<file path="config.mk">
export PLATFORM = sky130hd
export DESIGN_NAME = gpr_wb_ctrl_flat
export DESIGN_NICKNAME = d
export VERILOG_FILES = /design/src/rtl/gpr_wb_ctrl_if.sv /design/src/rtl/gpr_wb_ctrl.sv /design/src/flat_wrapper.sv
export SDC_FILE = /design/constraint.sdc
export NUM_CORES = 1
export LEC_CHECK = 0
export BUFFER_PORTS_ARGS = -buffer_cell sky130_fd_sc_hd__buf_2
export CORE_MARGIN = 4
export CORE_UTILIZATION = 39
export DETAILED_ROUTE_END_ITERATION = 6
export MAX_ROUTING_LAYER = met4
export PLACE_DENSITY_LB_ADDON = 0.2
export SLEW_MARGIN = 40
export SYNTH_ARGS = -nofsm -noshare
export SYNTH_HDL_FRONTEND = slang
export SYNTH_SLANG_ARGS = --single-unit
</file>
<file path="constraint.sdc">
create_clock -name clk -period 3.1 [get_ports clk]
set_input_delay 0.31 -clock clk [delete_from_list [all_inputs] [get_ports clk]]
set_output_delay 0.31 -clock clk [all_outputs]
set_load 0.01 [all_outputs]
</file>
<file path="src/rtl/gpr_wb_ctrl_if.sv">
// Writeback bundle between the pipeline (master) and gpr_wb_ctrl (slave):
// execute offer, load issue, load return and the GPR write-port drive.
interface gpr_wb_ctrl_if #(
  parameter int DATA_W = 32,
  parameter int ADDR_W = 5
);
  logic              ex_valid;
  logic              ex_ready;
  logic              ex_src;
  logic [ADDR_W-1:0] ex_waddr;
  logic [DATA_W-1:0] ex_data;
  logic              li_valid;
  logic              li_ready;
  logic [ADDR_W-1:0] li_waddr;
  logic              ld_valid;
  logic [ADDR_W-1:0] ld_waddr;
  logic [DATA_W-1:0] ld_data;
  logic              gpr_we;
  logic [ADDR_W-1:0] gpr_waddr;
  logic [1:0]        gpr_sel;
  logic [DATA_W-1:0] gpr_alu;
  logic [DATA_W-1:0] gpr_mem;
  logic [DATA_W-1:0] gpr_pc;

  modport master (
    output ex_valid, ex_src, ex_waddr, ex_data,
    output li_valid, li_waddr,
    output ld_valid, ld_waddr, ld_data,
    input  ex_ready, li_ready,
    input  gpr_we, gpr_waddr, gpr_sel, gpr_alu, gpr_mem, gpr_pc
  );

  modport slave (
    input  ex_valid, ex_src, ex_waddr, ex_data,
    input  li_valid, li_waddr,
    input  ld_valid, ld_waddr, ld_data,
    output ex_ready, li_ready,
    output gpr_we, gpr_waddr, gpr_sel, gpr_alu, gpr_mem, gpr_pc
  );
endinterface

</file>
<file path="src/rtl/gpr_wb_ctrl.sv">
// GPR writeback controller: load/skid/execute arbitration, load scoreboard, skid buffer.
// Optional GPR_WB_STATS_EN adds saturating stall_cnt / skid_cnt outputs.
`ifndef GPR_WRITE_ALU
`define GPR_WRITE_ALU 2'd0
`endif
`ifndef GPR_WRITE_MEM
`define GPR_WRITE_MEM 2'd1
`endif
`ifndef GPR_WRITE_PC
`define GPR_WRITE_PC 2'd2
`endif

module gpr_wb_ctrl #(
  parameter int DATA_W = 32,
  parameter int ADDR_W = 5
) (
  input  logic                 clk,
  input  logic                 rst_n,
  gpr_wb_ctrl_if.slave         bus,
  output logic [2**ADDR_W-1:0] busy,
  output logic                 wb_err
`ifdef GPR_WB_STATS_EN
  ,
  output logic [31:0]          stall_cnt,
  output logic [31:0]          skid_cnt
`endif
);
  localparam int NREG = 2**ADDR_W;

  function automatic logic [31:0] sat_inc(input logic [31:0] v);
    return (v == 32'hFFFF_FFFF) ? v : v + 32'd1;
  endfunction

  logic [NREG-1:0]   busy_q, busy_nxt;
  logic              err_q, err_nxt;

  logic              skid_full_p0;
  logic              skid_src_p0;
  logic [ADDR_W-1:0] skid_waddr_p0;
  logic [DATA_W-1:0] skid_data_p0;

  logic              stall_p0;
  logic              hold_src_p0;
  logic [ADDR_W-1:0] hold_waddr_p0;
  logic [DATA_W-1:0] hold_data_p0;

  logic              vld_p1;
  logic [ADDR_W-1:0] waddr_p1;
  logic [1:0]        sel_p1;
  logic [DATA_W-1:0] alu_p1, mem_p1, pc_p1;

  logic              ex_ready, li_ready, ex_acc, li_acc;
  logic              win_vld, skid_load, skid_drain;
  logic [1:0]        win_sel;
  logic [ADDR_W-1:0] win_waddr;
  logic [DATA_W-1:0] win_data;

  // Stage p0: readiness, arbitration, scoreboard and error next-state
  assign ex_ready = !skid_full_p0 && !(busy_q[bus.ex_waddr] && bus.ex_waddr != '0);
  assign li_ready = (bus.li_waddr == '0) || !busy_q[bus.li_waddr] ||
                    (bus.ld_valid && bus.ld_waddr == bus.li_waddr);
  assign ex_acc   = bus.ex_valid && ex_ready;
  assign li_acc   = bus.li_valid && li_ready;

  always_comb begin
    win_vld    = 1'b0;
    win_sel    = `GPR_WRITE_ALU;
    win_waddr  = '0;
    win_data   = '0;
    skid_load  = 1'b0;
    skid_drain = 1'b0;
    if (bus.ld_valid) begin
      win_vld   = 1'b1;
      win_sel   = `GPR_WRITE_MEM;
      win_waddr = bus.ld_waddr;
      win_data  = bus.ld_data;
      skid_load = ex_acc;
    end else if (skid_full_p0) begin
      win_vld    = 1'b1;
      win_sel    = skid_src_p0 ? `GPR_WRITE_PC : `GPR_WRITE_ALU;
      win_waddr  = skid_waddr_p0;
      win_data   = skid_data_p0;
      skid_drain = 1'b1;
    end else if (ex_acc) begin
      win_vld   = 1'b1;
      win_sel   = bus.ex_src ? `GPR_WRITE_PC : `GPR_WRITE_ALU;
      win_waddr = bus.ex_waddr;
      win_data  = bus.ex_data;
    end
  end

  // Set is applied after clear so a same-cycle reissue keeps the bit.
  always_comb begin
    busy_nxt = busy_q;
    if (bus.ld_valid) busy_nxt[bus.ld_waddr] = 1'b0;
    if (li_acc && bus.li_waddr != '0) busy_nxt[bus.li_waddr] = 1'b1;
  end

  always_comb begin
    err_nxt = err_q;
    if (bus.ld_valid && bus.ld_waddr != '0 && !busy_q[bus.ld_waddr]) err_nxt = 1'b1;
    if (stall_p0 && (!bus.ex_valid || bus.ex_src != hold_src_p0 ||
                     bus.ex_waddr != hold_waddr_p0 || bus.ex_data != hold_data_p0))
      err_nxt = 1'b1;
  end

  always_ff @(posedge clk) begin
    if (!rst_n) begin
      busy_q        <= '0;
      err_q         <= 1'b0;
      skid_full_p0  <= 1'b0;
      skid_src_p0   <= 1'b0;
      skid_waddr_p0 <= '0;
      skid_data_p0  <= '0;
      stall_p0      <= 1'b0;
      hold_src_p0   <= 1'b0;
      hold_waddr_p0 <= '0;
      hold_data_p0  <= '0;
      vld_p1        <= 1'b0;
      waddr_p1      <= '0;
      sel_p1        <= `GPR_WRITE_ALU;
      alu_p1        <= '0;
      mem_p1        <= '0;
      pc_p1         <= '0;
    end else begin
      busy_q        <= busy_nxt;
      err_q         <= err_nxt;
      stall_p0      <= bus.ex_valid && !ex_ready;
      hold_src_p0   <= bus.ex_src;
      hold_waddr_p0 <= bus.ex_waddr;
      hold_data_p0  <= bus.ex_data;
      if (skid_load) begin
        skid_full_p0  <= 1'b1;
        skid_src_p0   <= bus.ex_src;
        skid_waddr_p0 <= bus.ex_waddr;
        skid_data_p0  <= bus.ex_data;
      end else if (skid_drain) begin
        skid_full_p0  <= 1'b0;
      end
      // Stage p1: registered write port; r0 consumes the slot without a write
      vld_p1 <= win_vld && win_waddr != '0;
      if (win_vld) begin
        waddr_p1 <= win_waddr;
        sel_p1   <= win_sel;
        case (win_sel)
          `GPR_WRITE_MEM: mem_p1 <= win_data;
          `GPR_WRITE_PC:  pc_p1  <= win_data;
          default:        alu_p1 <= win_data;
        endcase
      end
    end
  end

`ifdef GPR_WB_STATS_EN
  always_ff @(posedge clk) begin
    if (!rst_n) begin
      stall_cnt <= '0;
      skid_cnt  <= '0;
    end else begin
      if (bus.ex_valid && !ex_ready) stall_cnt <= sat_inc(stall_cnt);
      if (skid_load)                 skid_cnt  <= sat_inc(skid_cnt);
    end
  end
`endif

  assign bus.ex_ready  = ex_ready;
  assign bus.li_ready  = li_ready;
  assign bus.gpr_we    = vld_p1;
  assign bus.gpr_waddr = waddr_p1;
  assign bus.gpr_sel   = sel_p1;
  assign bus.gpr_alu   = alu_p1;
  assign bus.gpr_mem   = mem_p1;
  assign bus.gpr_pc    = pc_p1;
  assign busy          = busy_q;
  assign wb_err        = err_q;
endmodule

</file>
<file path="src/flat_wrapper.sv">
// flat-port wrapper written by rule: the top's interface ports become plain ports
module gpr_wb_ctrl_flat 
#(
  parameter int DATA_W = 32,
  parameter int ADDR_W = 5
)
  (clk, rst_n, busy, wb_err, bus_ex_valid, bus_ex_src, bus_ex_waddr, bus_ex_data, bus_li_valid, bus_li_waddr, bus_ld_valid, bus_ld_waddr, bus_ld_data, bus_ex_ready, bus_li_ready, bus_gpr_we, bus_gpr_waddr, bus_gpr_sel, bus_gpr_alu, bus_gpr_mem, bus_gpr_pc);
  gpr_wb_ctrl_if #(.DATA_W(DATA_W), .ADDR_W(ADDR_W)) bus_i ();
  input  logic clk;
  input  logic rst_n;
  output logic [2**ADDR_W-1:0] busy;
  output logic wb_err;
  input wire logic [$bits(bus_i.ex_valid)-1:0] bus_ex_valid;
  input wire logic [$bits(bus_i.ex_src)-1:0] bus_ex_src;
  input wire logic [$bits(bus_i.ex_waddr)-1:0] bus_ex_waddr;
  input wire logic [$bits(bus_i.ex_data)-1:0] bus_ex_data;
  input wire logic [$bits(bus_i.li_valid)-1:0] bus_li_valid;
  input wire logic [$bits(bus_i.li_waddr)-1:0] bus_li_waddr;
  input wire logic [$bits(bus_i.ld_valid)-1:0] bus_ld_valid;
  input wire logic [$bits(bus_i.ld_waddr)-1:0] bus_ld_waddr;
  input wire logic [$bits(bus_i.ld_data)-1:0] bus_ld_data;
  output wire logic [$bits(bus_i.ex_ready)-1:0] bus_ex_ready;
  output wire logic [$bits(bus_i.li_ready)-1:0] bus_li_ready;
  output wire logic [$bits(bus_i.gpr_we)-1:0] bus_gpr_we;
  output wire logic [$bits(bus_i.gpr_waddr)-1:0] bus_gpr_waddr;
  output wire logic [$bits(bus_i.gpr_sel)-1:0] bus_gpr_sel;
  output wire logic [$bits(bus_i.gpr_alu)-1:0] bus_gpr_alu;
  output wire logic [$bits(bus_i.gpr_mem)-1:0] bus_gpr_mem;
  output wire logic [$bits(bus_i.gpr_pc)-1:0] bus_gpr_pc;
  assign bus_i.ex_valid = bus_ex_valid;
  assign bus_i.ex_src = bus_ex_src;
  assign bus_i.ex_waddr = bus_ex_waddr;
  assign bus_i.ex_data = bus_ex_data;
  assign bus_i.li_valid = bus_li_valid;
  assign bus_i.li_waddr = bus_li_waddr;
  assign bus_i.ld_valid = bus_ld_valid;
  assign bus_i.ld_waddr = bus_ld_waddr;
  assign bus_i.ld_data = bus_ld_data;
  assign bus_ex_ready = bus_i.ex_ready;
  assign bus_li_ready = bus_i.li_ready;
  assign bus_gpr_we = bus_i.gpr_we;
  assign bus_gpr_waddr = bus_i.gpr_waddr;
  assign bus_gpr_sel = bus_i.gpr_sel;
  assign bus_gpr_alu = bus_i.gpr_alu;
  assign bus_gpr_mem = bus_i.gpr_mem;
  assign bus_gpr_pc = bus_i.gpr_pc;
  gpr_wb_ctrl #(.DATA_W(DATA_W), .ADDR_W(ADDR_W)) u_core (.clk(clk), .rst_n(rst_n), .bus(bus_i), .busy(busy), .wb_err(wb_err));
endmodule
</file>
==> insert_results.sql <==
INSERT INTO impl_metrics (metric_group, metric, value, unit) VALUES
('run_status', 'result_of_the_run', 'finished, final reports clean', ''),
('synthesis', 'syn-instance-count', '1047', ''),
('worst_setup_path', 'critical_path_s_largest_stage_delay', '0.48', 'ns'),
('hold_path', 'hold_path_class', 'in2reg', ''),
('worst_setup_path', 'timing.critical_path.to_type', 'output port', ''),
('hold_path', 'hold-path-endpoint', 'u_core.bus.gpr_mem[0]', ''),
('clocking', 'tritoncts.num_buffers', '24', ''),
('placed_design', 'gpl.final_weighted_congestion', '0.917', ''),
('floorplan', 'core-area', '0.0237', 'sq mm'),
('worst_setup_path', 'critical_path.slowest_cell', 'sky130_fd_sc_hd__mux4_2', ''),
('final_layout', 'sequential_cell_area', '0.00430', 'sq mm'),
('synthesis', 'ys.flop_type', 'sky130_fd_sc_hd__dfxtp_1', ''),
('synthesis', 'synth_edf_count', '0', ''),
('sta', 'grt_setup_unrepaired', 'no', ''),
('routing', 'drt.antenna.violating_nets', '0', ''),
('clocking', 'cts-resized-gates', '0', ''),
('final_layout', 'num_antenna_cells', '0', ''),
('clocking', 'cts_buffer_depth', '3', ''),
('placed_design', 'port_buffers', '223', ''),
('placed_design', 'hpwl_reported_at_the_end_of_detailed_placement', '20100', 'um'),
('global_route', 'gr-total-overflow', '0', ''),
('routing', 'route.detailed.wl_per_inst', '19.2', 'um'),
('clocking', 'clock_insertion_delay_worst_skew', '0.52', 'ns'),
('final_layout', 'final_nets', '1303', ''),
('sta', 'fin_tns_setup', '0', 'ns'),
('floorplan', 'starting_density', '39.9', '%'),
('synthesis', 'post-synth-top-area-cell', 'sky130_fd_sc_hd__dfxtp_1', ''),
('global_route', 'initial_antenna_violation_count', '0', ''),
('floorplan', 'design.die.area', '0.0268', 'sq mm'),
('worst_setup_path', 'critical_path.reg2reg.startpoint', 'u_core.busy[15]', ''),
('sta', 'tightest_slew', '0.760', 'ns'),
('floorplan', 'die-height', '164', 'um'),
('floorplan', 'dieWidth', '164', 'um'),
('clocking', 'cts_tree', 'built', ''),
('sta', 'report.final.setup_viol', '0', ''),
('placed_design', 'dp.cells', '1511', ''),
('routing', 'dr_total_vias', '8606', ''),
('clocking', 'clock_sinks', '215', ''),
('synthesis', 'synth-seq-cells', '215', ''),
('clocking', 'clock_tree.root_cell', 'sky130_fd_sc_hd__clkbuf_16', ''),
('clocking', 'h-tree-depth', '1', ''),
('worst_setup_path', 'cp_data_arrival_time', '2.43', 'ns'),
('routing', 'routed_wirelength', '29700', 'um'),
('final_layout', 'share_of_layout_cells_above_drive_strength_1', '24.5', '%'),
('hold_path', 'min-delay-start', 'bus_ld_data[0]', ''),
('synthesis', 'netlist.area_leader.share', '45.5', '%'),
('worst_setup_path', 'worstPathRequired', '2.79', 'ns'),
('hold_path', 'min_path_cells', '3', ''),
('routing', 'via_per_inst', '5.54', ''),
('global_route', 'first_pass_grt_wire_length', '46700', 'um'),
('clocking', 'cts_post_setup_buffers_inserted', '0', ''),
('sta', 'finalClockSkew', '0.0141', 'ns'),
('worst_setup_path', 'timing.critical_path.cells', 'mux4_2 -> nand2b_1 -> nand4b_1 -> and4_2 -> buf_4 -> buf_2', ''),
('synthesis', 'post_synth.cell_area_avg', '9.03', 'sq um'),
('clocking', 'clk_pin_slew', '0.06', 'ns'),
('worst_setup_path', 'cpLargestDelayFamily', 'simple AND/OR/NAND/NOR gates', ''),
('routing', 'drt_first_pass_iters', '5', ''),
('worst_setup_path', 'worstSetupPathType', 'reg2out', ''),
('routing', 'detail_route.drc_violations', '0', ''),
('power_and_ir_drop', 'swShare', '26.2', '%'),
('power_and_ir_drop', 'power.leakage', '4.60', 'nW'),
('clocking', 'hold_buffer_count_at_cts', '0', ''),
('power_and_ir_drop', 'power.clock.fraction', '42.3', '%'),
('worst_setup_path', 'critical_path.startpoint_type', 'flop', ''),
('power_and_ir_drop', 'power-per-cell-area', '560', 'mW/mm^2'),
('sta', 'final_max_slew_violation_count', '0', ''),
('synthesis', 'mappedNetlistArea', '0.00946', 'sq mm'),
('sta', 'period_minus_slack', '2.74', 'ns'),
('global_route', 'grt_max_degree', '114', ''),
('power_and_ir_drop', 'power_frac_comb', '12.3', '%'),
('synthesis', 'ys_top_cells_by_area', 'sky130_fd_sc_hd__dfxtp_1, sky130_fd_sc_hd__a21oi_1, sky130_fd_sc_hd__nand2_1, sky130_fd_sc_hd__mux2i_1, sky130_fd_sc_hd__mux4_2', '');
## cells in the final DEF (no fill, tap or decap), types with 19 or more instances in the layout
| cell type | instances |
|---|---|
| sky130_fd_sc_hd__nand2_1 | 135 |
| sky130_fd_sc_hd__and2_1 | 41 |
| sky130_fd_sc_hd__dfxtp_1 | 215 |
| sky130_fd_sc_hd__or4_1 | 32 |
| sky130_fd_sc_hd__clkbuf_16 | 24 |
| sky130_fd_sc_hd__o31ai_1 | 32 |
| sky130_fd_sc_hd__nor2_1 | 42 |
| sky130_fd_sc_hd__mux2i_1 | 48 |
| sky130_fd_sc_hd__xnor2_1 | 36 |
| sky130_fd_sc_hd__a21oi_1 | 118 |
| sky130_fd_sc_hd__or3_1 | 35 |
| sky130_fd_sc_hd__buf_2 | 222 |
| sky130_fd_sc_hd__o21ai_0 | 38 |
| sky130_fd_sc_hd__buf_4 | 19 |
| sky130_fd_sc_hd__a32oi_1 | 33 |
| sky130_fd_sc_hd__o211ai_1 | 32 |
## how the worst max path moves through the flow
stage	start	end	depth (start not counted)
after floorplan	bus_ex_waddr[0]	u_core.bus.gpr_alu[19]	11
after global placement	bus_li_waddr[0]	u_core.busy[31]	8
after detailed placement	bus_li_waddr[0]	u_core.busy[31]	8
after CTS	u_core.busy[15]	bus_ex_ready	6
after global routing	u_core.busy[15]	bus_ex_ready	6
final	u_core.busy[15]	bus_ex_ready	6
## cells by family (layout without fill, tap and decap cells)
logic type	count (synthesis)	count (layout)	synth area share, %
AOI/OAI and AO/OA	276	276	18.4
xor gates and xnor gates	43	43	3.98
buffers and inverters	105	292	4.88
DFF	215	215	45.5
muxes	65	65	8.89
and+or+nand+nor	343	343	18.4
## power groups by stage
stage | clock network [W] | registers [W] | logic (W)
3_5_place_dp | 0 | 0.00299 | 0.000794
5_1_grt | 0.00289 | 0.00295 | 0.000870
6_report | 0.00273 | 0.00293 | 0.000791
4_1_cts | 0.00279 | 0.00293 | 0.000797
3_3_place_gp | 0 | 0.00299 | 0.000786
2_1_floorplan | 0 | 0.00301 | 0.000470
## metal layers
layer  vias up  global-route usage (%)  wire length [um]
met2       312                    36.2             14300
met5         -                       -                 0
met4         0                    6.21               888
met3        56                    3.76              1870
li1       4140                       -                 -
met1      4098                    28.6             12700
## worst reg2reg max path: cells and delay by family, from the launching register on
family / cells / cell delay (ns)
DFF: 1 / 0.33
AOI/OAI and AO/OA: 4 / 0.91
and+or+nand+nor: 2 / 0.61
muxes: 1 / 0.48
buffers and inverters: 1 / 0.15
## registers in the layout, indices dropped and copies added (netlist names), 2 cells and up
signal / flops
u_core.bus.gpr_alu: 32
u_core.bus.gpr_mem: 32
u_core.bus.gpr_pc: 32
u_core.busy: 32
u_core.hold_data_p0: 32
u_core.skid_data_p0: 32
u_core.bus.gpr_waddr: 5
u_core.hold_waddr_p0: 5
u_core.skid_waddr_p0: 5
u_core.bus.gpr_sel: 2
## final cells by class
type / count / area share [%]
timing repair buffer: 246 / 11.7
tap: 319 / 3.46
clock buffer: 39 / 6.31
clock inverter: 3 / 0.228
sequential: 215 / 37.3
multi-input combinational: 727 / 40.8
inverter: 4 / 0.152
## cell usage after synthesis (2+ instances only)
master and count:
sky130_fd_sc_hd__xor2_1 7, sky130_fd_sc_hd__xnor2_1 36, sky130_fd_sc_hd__nand3_1 17, sky130_fd_sc_hd__o211ai_1 32, sky130_fd_sc_hd__a211oi_1 3, sky130_fd_sc_hd__mux2i_1 48
sky130_fd_sc_hd__nand2b_1 3, sky130_fd_sc_hd__and3_1 3, sky130_fd_sc_hd__or3_1 35, sky130_fd_sc_hd__a31oi_1 2, sky130_fd_sc_hd__a22oi_1 4, sky130_fd_sc_hd__nor2b_1 7
sky130_fd_sc_hd__a2bb2oi_1 2, sky130_fd_sc_hd__dfxtp_1 215, sky130_fd_sc_hd__a32oi_1 33, sky130_fd_sc_hd__nor2_1 42, sky130_fd_sc_hd__nand4_1 12, sky130_fd_sc_hd__a21oi_1 118
sky130_fd_sc_hd__inv_1 2, sky130_fd_sc_hd__nand3b_1 8, sky130_fd_sc_hd__buf_6 7, sky130_fd_sc_hd__mux4_2 15, sky130_fd_sc_hd__buf_1 6, sky130_fd_sc_hd__or4_1 32
sky130_fd_sc_hd__clkbuf_1 76, sky130_fd_sc_hd__o31ai_1 32, sky130_fd_sc_hd__mux2_2 2, sky130_fd_sc_hd__nor4_1 5, sky130_fd_sc_hd__nand2_1 135, sky130_fd_sc_hd__buf_2 12
sky130_fd_sc_hd__a41oi_1 3, sky130_fd_sc_hd__and2_1 41, sky130_fd_sc_hd__o21ai_0 38
## stage by stage
stage	hold WS, ns	area [sq um]	setup slack, ns	power, W
3_5_place_dp	0.443	10800	0.253	0.00379
6_report	0.0269	11500	0.361	0.00645
2_1_floorplan	0.432	9460	0.609	0.00348
3_3_place_gp	0.442	10800	0.244	0.00378
5_1_grt	0.0277	11500	0.241	0.00670
4_1_cts	0.00722	11500	0.337	0.00652
(Power assumes the default switching activity.)
